File: src/rtl/deser_pkg.sv
// Shared types and helpers for the serial deserializer.
// Assembly and output-buffer state encodings plus counter sizing.
package deser_pkg;

  typedef enum logic {
    IDLE,
    SHIFT
  } asm_state_t;

  typedef enum logic {
    EMPTY,
    FULL
  } buf_state_t;

  function automatic int cnt_width(input int n);
    return $clog2(n + 1);
  endfunction

endpackage

File: src/rtl/deser_outbuf.sv
// Single-entry valid/ready holding register for assembled words.
// Loads on completion when free or drained; otherwise drops and flags overrun.
module deser_outbuf
  import deser_pkg::*;
#(
  parameter int N = 6
) (
  input  logic         clk,
  input  logic         rst_n,
  input  logic         load,
  input  logic [N-1:0] din,
  input  logic         ready,
  input  logic         clr_overrun,
  output logic [N-1:0] dout,
  output logic         valid,
  output logic         overrun
);

  buf_state_t st;
  logic       accept;
  logic       drop;
  logic       drain;

  assign accept = (st == EMPTY) || ready;
  assign drop   = load && !accept;
  assign drain  = !load && (st == FULL) && ready;
  assign valid  = (st == FULL);

  always_ff @(posedge clk or negedge rst_n) begin
    if (!rst_n) begin
      st      <= EMPTY;
      dout    <= '0;
      overrun <= 1'b0;
    end else begin
      unique case (1'b1)
        load && accept: begin
          st   <= FULL;
          dout <= din;
        end
        drain: st <= EMPTY;
        default: ;
      endcase
      // a drop in the same cycle beats a clear
      if (drop) begin
        overrun <= 1'b1;
      end else if (clr_overrun) begin
        overrun <= 1'b0;
      end
    end
  end

endmodule

File: src/rtl/serial_deserializer.sv
// Serial-to-parallel word assembler with a valid/ready output buffer.
// Assembly FSM and shifter live here; the holding register is deser_outbuf.
module serial_deserializer
  import deser_pkg::*;
#(
  parameter int N         = 6,
  parameter bit MSB_FIRST = 1'b1
) (
  input  logic         clk,
  input  logic         rst_n,
  input  logic         sin_valid,
  input  logic         sin_bit,
  input  logic         sin_start,
  output logic [N-1:0] word_out,
  output logic         word_valid,
  input  logic         word_ready,
  output logic         busy,
  output logic         overrun,
  input  logic         clr_overrun
);

  localparam int CW = cnt_width(N);

  asm_state_t    state;
  logic [CW-1:0] cnt;
  logic [CW-1:0] cnt_base;
  logic [N-1:0]  sh;
  logic [N-1:0]  sh_nxt;
  logic          done;

  // stale bits are shifted out before a word can complete
  always_comb begin
    cnt_base = sin_start ? '0 : cnt;
    if (MSB_FIRST) begin
      sh_nxt = {sh[N-2:0], sin_bit};
    end else begin
      sh_nxt = {sin_bit, sh[N-1:1]};
    end
    done = sin_valid && (cnt_base == CW'(N - 1));
  end

  always_ff @(posedge clk or negedge rst_n) begin
    if (!rst_n) begin
      state <= IDLE;
      cnt   <= '0;
      sh    <= '0;
    end else if (sin_valid) begin
      sh <= sh_nxt;
      if (done) begin
        state <= IDLE;
        cnt   <= '0;
      end else begin
        state <= SHIFT;
        cnt   <= cnt_base + CW'(1);
      end
    end
  end

  assign busy = (state == SHIFT);

  deser_outbuf #(
    .N(N)
  ) u_outbuf (
    .clk        (clk),
    .rst_n      (rst_n),
    .load       (done),
    .din        (sh_nxt),
    .ready      (word_ready),
    .clr_overrun(clr_overrun),
    .dout       (word_out),
    .valid      (word_valid),
    .overrun    (overrun)
  );

endmodule

File: config.mk
export PLATFORM = sky130hd
export DESIGN_NAME = serial_deserializer
export DESIGN_NICKNAME = d
export VERILOG_FILES = /design/src/rtl/deser_pkg.sv /design/src/rtl/deser_outbuf.sv /design/src/rtl/serial_deserializer.sv
export SDC_FILE = /design/constraint.sdc
export NUM_CORES = 1
export LEC_CHECK = 0
export CAP_MARGIN = 20
export CORE_MARGIN = 2
export CORE_UTILIZATION = 51
export DETAILED_ROUTE_END_ITERATION = 8
export HOLD_SLACK_MARGIN = 0.05
export MAX_ROUTING_LAYER = met4
export PLACE_DENSITY = 0.8
export SYNTH_ARGS = -nofsm -noshare
export SYNTH_HDL_FRONTEND = slang
export SYNTH_SLANG_ARGS = --single-unit
File: constraint.sdc
create_clock -name clk -period 3.3 [get_ports clk]
set_input_delay 0.66 -clock clk [delete_from_list [all_inputs] [get_ports clk]]
set_output_delay 0.66 -clock clk [all_outputs]
set_load 0.01 [all_outputs]
# Word-level counts from Yosys, hierarchy flattened
# Index checks and enable logic that the tools add are counted.
# op_classes
n_addsub	1
n_mux	6
bitwise_logic	1
reduce_logical	10
n_eq_ne	1
# op_table
op	count
$mux W3	2
$logic_and A1 B1 Y1	5
$reduce_bool A2 Y1	2
$add A3 B1 Y3 const B	1
$eq A3 B3 Y1 const B	1
$mux W1	3
$logic_not A1 Y1	2
$pmux W1 S2	1
$logic_or A1 B1 Y1	1
$not A1 Y1	1
# totals
reg_bits	17
in_bits	7
out_inout_bits	9

# Depth between registers and ports, before layout
# Gate-level depths: netlist of the first run.
# depth
depth_word	7
mapped_depth	6

# By module
# Synthesis of the first run repeated with hierarchy kept, for this count alone.
# hier_totals
cells_unflattened	52
area_unflattened_um2	744.5
# modules_own_cells
module	n_inst	area_each_um2	cells_each	seq_area_each_um2
serial_deserializer	1	411.6	32	225.2
deser_outbuf	1	332.8	20	200.2

# Worst setup path after synthesis of the first run
# No wires, ideal clock.
# synth_path
path_kind	in2reg
from	in sin_start
to	reg u_outbuf.dout[0]
cell_stages	6
setup_slack_ns	1.429
path_buffers	1
t_required_ns	3.175
arrival_ns	1.746
cell_sequence	nor2b_1 > ha_1 > nand4b_4 > nor2b_2 > buf_6 > mux2_4
# synth_between
elab_chain_len	4
# synth_lines
item	line	source
from (decl)	serial_deserializer.sv:13	input logic sin_start,
$mux W3	serial_deserializer.sv:33	cnt_base = sin_start ? '0 : cnt;
$eq A3 B3 Y1	serial_deserializer.sv:39	done = sin_valid && (cnt_base == CW'(N - 1));
$logic_and A1 B1 Y1	serial_deserializer.sv:39	
$logic_and A1 B1 Y1	deser_outbuf.sv:36	load && accept: begin
to (signal assigned)	deser_outbuf.sv:38	dout <= din;
to (decl)	deser_outbuf.sv:14	output logic [N-1:0] dout,
# Every way passes these cells.
# A chain may end at the register's enable or synchronous reset.

# Worst setup path in the final report of the first run
# Same ends and word-level chain as after synthesis.

==> qor.csv, run 1 <==
metric,value,unit
slowest CP cell,clkdlybuf4s50_1,
Clk Tree Root Cell,clkbuf_4,
RR Endpoint,u_outbuf.dout[0]$_DFFE_PN0P_,
"area leader, netlist",dfrtp_1,
Fin Setup TNS,0,ns
number of fill cells in the layout,93,
Sw Share,0.2605,
# setup viols final,0,
DIE WIDTH,42.14,µm
largest cells by area after synthesis,"dfrtp_1 57%, mux2_4 12%, mux2_2 9.1%",
clock-pin transition on the worst setup and hold timing paths,0.11,ns
Clk pwr share,0.229,
CP Cell Sequence,clkdlybuf4s50_1 -> nor2b_1 -> ha_1 -> nand4b_4 -> nor2b_2 -> mux2_4,
kind of cell adding the most delay to the critical path,simple AND/OR/NAND/NOR gates,
PnR worst setup slack,0.9406,ns
Comb power frac,0.239,
dpl ws,0.6391,ns
DRT antenna net count,0,
Final Core Density,0.6932,
Placed Cells,78,
RSZ-0062 raised after global routing,false,
die area,1776,µm²
gr usage total,0.1592,
reg2reg setup slack,1.46,ns
buffers and inverters on the worst path,1,
internal power,0.3701,mW
routability cong.,0.6785,
CTS max path bufs,2,
Synth Net Count,59,
pwr dens,541.2,nW/µm²
drt drc,0,
DRT Wirelength,1091,µm
cts hold-fix bufs,0,
crit-path max cell delay,0.48,ns
worst endpoint required time,3.48,ns
register area share after synthesis,0.5734,
core area,1334,µm²
worst vdd ir,284.1,µV
Reg2Reg Launch Point,cnt[0]$_DFFE_PN0P_,
distinct cell type count after synthesis,20,
first drt pass iteration count,2,
CTS resizes,0,
port buffer count,15,
clk_lat worst skew,0.29,ns
Die Height,42.14,µm
crit path launch type,input port,
max-slew violations,0,
H-tree depth,1,
largest net degree at the start of global routing,18,
f_max,423.8,MHz
Synth top area share,0.5734,
Wirelength per Cell,13.30,µm
routed vias,421,
leakage,0.4223,nW
FP Rows,13,
ys flop type,dfrtp_1,
Setup Buffers After CTS,0,
Post-synth EDFFs,0,
"Worst Path Class, Setup",input port to flip-flop,
global-route wire length before repair,2042,µm
Switch Pwr,0.1304,mW
synthesis-stage register bit count,17,
IO Count,16,
Worst R2R Path Depth,5,
hold crit path type,flip-flop to flip-flop,
final hold violation count,0,
Tmin final,2.359,ns
Hold Crit Endpoint,busy$_DFFE_PN0P_,
"non-filler cells, final",82,
CP Capture Type,flip-flop,
layout cells sized above 1,0.2687,
CP Max Fanout,6,
worst setup path start,sin_start,
status,completed,
Least-Margin Pin Slew,0.7315,ns
Starting Density,0.5563,
clk sinks,17,
"count leader, synth",dfrtp_1,
total grt overflow,0,
Final Skew,0.01411,ns
cts bufs inserted,3,
vias per std cell,5.134,
mean area per synthesized cell,14.84,µm²
maxcap violations,0,
nets,77,
P&R area growth vs syn,24.62,%
initial antenna violation count,0,
synth cell count leaders,"17 x dfrtp_1, 6 x mux2_2, 6 x mux2_4, 3 x inv_1",
drt initial violations,1,
CTS tree,built,
final period utilization,0.7150,
sequential fraction of design power,0.532,
Power Total,0.5004,mW
vias in the first global route,453,
Synth Warn #,0,
mapped cell area,742.0,µm²
Async SR Flop Fraction,1.000,
hold path depth,1,
"Arr. time, crit path",2.53,ns
worst hold start,busy$_DFFE_PN0P_,
ant diodes,0,
slew margin rel.,0.5108,
Post-Syn Instances,50,
-- routing by layer --
layer	track usage	routed length, µm	vias up
met4	0.09375	15	0
met1	0.2044	571	199
met5	-	0	-
met3	0.03879	40	2
met2	0.2281	463	14
li1	-	-	206
-- state kept, by name (all words and copies together), names as in the netlist --
register and count:
busy 1, u_outbuf.dout 6, sh 5, cnt 3, u_outbuf.overrun 1, u_outbuf.valid 1
-- final cells by class --
cell class	instances	area, µm²	area share
multi-input cells	28	289.0	0.3126
clock inverters	1	7.507	0.008119
flip-flops and latches	17	425.4	0.4601
clock buffers	3	22.52	0.02436
well taps	15	18.77	0.02030
inverters	3	11.26	0.01218
repair buffers	15	150.1	0.1624
-- cell usage in the layout (no fill, tap or decap), drive strengths merged, types with 2 or more instances in the layout --
cell	n
clkbuf	3
clkdlybuf4s50	15
nor2b	2
nand2b	2
mux2	12
dfrtp	17
inv	3
ha	2
-- power groups by stage --
stage | registers [mW] | logic, mW | clock network, mW
global placement | 0.270 | 0.118 | 0
CTS | 0.266 | 0.121 | 0.118
floorplan | 0.275 | 0.0553 | 0
finish | 0.266 | 0.120 | 0.115
detailed placement | 0.270 | 0.121 | 0
global route | 0.272 | 0.130 | 0.125
-- cell families after synthesis --
| group | count (synthesis) | synth area share |
|---|---|---|
| DFF | 17 | 0.5734 |
| muxes | 12 | 0.2125 |
| and+or+nand+nor | 8 | 0.08937 |
| AOI/OAI and AO/OA | 6 | 0.05397 |
| buffers and inverters | 5 | 0.03709 |
| adders and majority gates | 2 | 0.03372 |
-- metrics by stage --
step                      hold slack (ns)  cell area, µm²
after CTS                          0.5078           924.6
after global placement             0.4733           894.6
after global routing               0.5392           924.6
after floorplan                    0.3644           742.0
after detailed placement           0.4813           894.6
final                              0.5050           924.6
-- worst max path at each step --
stage / to / slack [ns] / depth (start not counted)
2_1_floorplan: u_outbuf.dout[0]$_DFFE_PN0P_ / 1.43 / 6
5_1_grt: u_outbuf.dout[0]$_DFFE_PN0P_ / 0.83 / 6
3_3_place_gp: u_outbuf.dout[2]$_DFFE_PN0P_ / 0.71 / 6
4_1_cts: u_outbuf.dout[0]$_DFFE_PN0P_ / 0.94 / 6
6_report: u_outbuf.dout[0]$_DFFE_PN0P_ / 0.94 / 6
3_5_place_dp: u_outbuf.dout[1]$_DFFE_PN0P_ / 0.64 / 6
Power figures use the tool's default switching activity.
==> run 2, diff against run 1 <==
--- a/config.mk
+++ b/config.mk
@@ -6,12 +6,13 @@
 export NUM_CORES = 1
 export LEC_CHECK = 0
 export CAP_MARGIN = 20
+export CORE_ASPECT_RATIO = 1.25
 export CORE_MARGIN = 2
-export CORE_UTILIZATION = 51
+export CORE_UTILIZATION = 43
 export DETAILED_ROUTE_END_ITERATION = 8
 export HOLD_SLACK_MARGIN = 0.05
 export MAX_ROUTING_LAYER = met4
-export PLACE_DENSITY = 0.8
+export PLACE_DENSITY = 0.72
 export SYNTH_ARGS = -nofsm -noshare
 export SYNTH_HDL_FRONTEND = slang
 export SYNTH_SLANG_ARGS = --single-unit
==> constraint.sdc (replaced) <==
create_clock -name clk -period 1.99 [get_ports clk]
set_input_delay 0.398 -clock clk [delete_from_list [all_inputs] [get_ports clk]]
set_output_delay 0.398 -clock clk [all_outputs]
set_load 0.01 [all_outputs]
==> run 2 against run 1 <==
Against the previous run: first-iteration DRC count is the same; largest cell class unchanged; combinational power grew 72%; largest power group unchanged; routed wire length grew 6.2%; non-clock buffer count increased by 6; critical endpoint is now u_outbuf.dout[4]$_DFFE_PN0P_; setup slack got worse by 0.82 ns; power is 64% higher; utilization fell by 8.0 points.
==> qor.csv, run 2 (synthesis results as in run 1) <==
metric,value,unit
worst endpoint required time,2.16,ns
CTS resizes,0,
cts bufs inserted,3,
status,completed,
worst vdd ir,540.6,µV
final hold violation count,0,
vias in the first global route,495,
CP Max Fanout,6,
DIE WIDTH,41.16,µm
Final Skew,0.001641,ns
Final Instance Area,982.2,µm²
Starting Density,0.4633,
f_max,535.8,MHz
largest net degree at the start of global routing,18,
CTS tree,built,
Wirelength per Cell,12.74,µm
max-slew violations,0,
Power Total,0.8213,mW
maxcap violations,0,
Top reg by flops,u_outbuf.dout,
clk_lat worst skew,0.27,ns
port buffer count,15,
Setup Buffers After CTS,0,
total grt overflow,0,
drt drc,0,
biggest regs,"u_outbuf.dout (6), sh (5), cnt (3)",
Final Core Density,0.6133,
CP Capture Type,flip-flop,
cts hold-fix bufs,0,
core area,1602,µm²
gr usage total,0.1483,
first drt pass iteration count,2,
Least-Margin Pin Slew,0.2091,ns
initial antenna violation count,0,
Die Height,50.44,µm
routed vias,445,
P&R area growth vs syn,32.38,%
global-route wire length before repair,2021,µm
placed cell areas,955.9,µm²
vias per std cell,4.890,
hpwl dp,880.3,µm
number of fill cells in the layout,142,
Clk Tree Root Cell,clkbuf_4,
# setup viols final,0,
clk sinks,17,
leakage,0.4547,nW
slew margin rel.,0.8594,
DRT Wirelength,1159,µm
area of the multi-input gates,289.0,µm²
die area,2076,µm²
"Arr. time, crit path",2.03,ns
ant diodes,0,
nets,83,
crit path launch type,input port,
hold crit path type,input port to asynchronous set/reset pin,
"non-filler cells, final",91,
Placed Cells,87,
final period utilization,0.9379,
Tmin final,1.866,ns
pwr dens,836.2,nW/µm²
FP Rows,16,
drt initial violations,1,
H-tree depth,1,
DRT antenna net count,0,
"most common cell after layout, fill and taps aside",dfrtp_1,
routability cong.,0.6035,
max reg flops,6,
RSZ-0062 raised after global routing,false,
layout cells sized above 1,0.3151,
"Worst Path Class, Setup",input port to flip-flop,
IO Count,16,
sequential standard cell area,425.4,µm²
CTS max path bufs,2,
Worst R2R Path Depth,6,
clock-pin transition on the worst setup and hold timing paths,0.09,ns
"commonest cells after routing, fill and taps aside","17 x dfrtp_1, 15 x clkdlybuf4s50_1, 6 x mux2_4, 6 x mux2_2, 5 x buf_4",
run 2: final timing paths:
kind	startpoint	end	slack (ns)
worst max-delay path	sin_start	u_outbuf.dout[4]$_DFFE_PN0P_	0.12
worst min-delay path	rst_n	sh[3]$_DFFE_PN0P_	0.43
worst max register to register	cnt[0]$_DFFE_PN0P_	u_outbuf.dout[4]$_DFFE_PN0P_	0.36
worst min register to register	busy$_DFFE_PN0P_	busy$_DFFE_PN0P_	0.49
max in group asynchronous	rst_n	busy$_DFFE_PN0P_	1.39
min in group clk	busy$_DFFE_PN0P_	busy$_DFFE_PN0P_	0.49
run 2: cell type report:
cell class                 count  share of cell area
sequential                    17              0.4331
multi-input combinational     28              0.2943
timing repair buffer          21              0.2115
clock buffer                   4             0.02675
tap                           18             0.02293
inverter                       3             0.01146
run 2: critical path: stages:
cell and delay [ns]:
clkdlybuf4s50_1 0.47, nor2b_1 0.20, ha_1 0.24, nand4b_4 0.12, nor2b_2 0.17, buf_12 0.14
mux2_4 0.29
run 2: routing by layer:
| metal | wire, µm | track usage | up-vias | share of wire |
|---|---|---|---|---|
| met2 | 574 | 0.2396 | 9 | 0.50 |
| met3 | 42 | 0.02655 | 2 | 0.036 |
| met1 | 530 | 0.1721 | 213 | 0.46 |
| li1 | - | - | 221 | - |
| met5 | 0 | - | - | 0 |
| met4 | 12 | 0.06452 | 0 | 0.010 |
run 2: power by group:
group | leakage (nW) | switching (mW) | internal (mW) | total, mW
clock network | 0.0150 | 0.0933 | 0.0776 | 0.171
registers | 0.213 | 0.0380 | 0.405 | 0.443
logic | 0.226 | 0.0665 | 0.141 | 0.207
total | 0.455 | 0.198 | 0.624 | 0.821
run 2: metrics by stage:
step	hold WS [ns]	setup slack, ns	TNS, ns
2_1_floorplan	0.1024	0.3811	0
3_3_place_gp	0.4626	-0.1390	-0.8012
3_5_place_dp	0.4718	-0.1839	-1.093
4_1_cts	0.4304	0.1089	0
5_1_grt	0.4460	0.03568	0
6_report	0.4266	0.1235	0
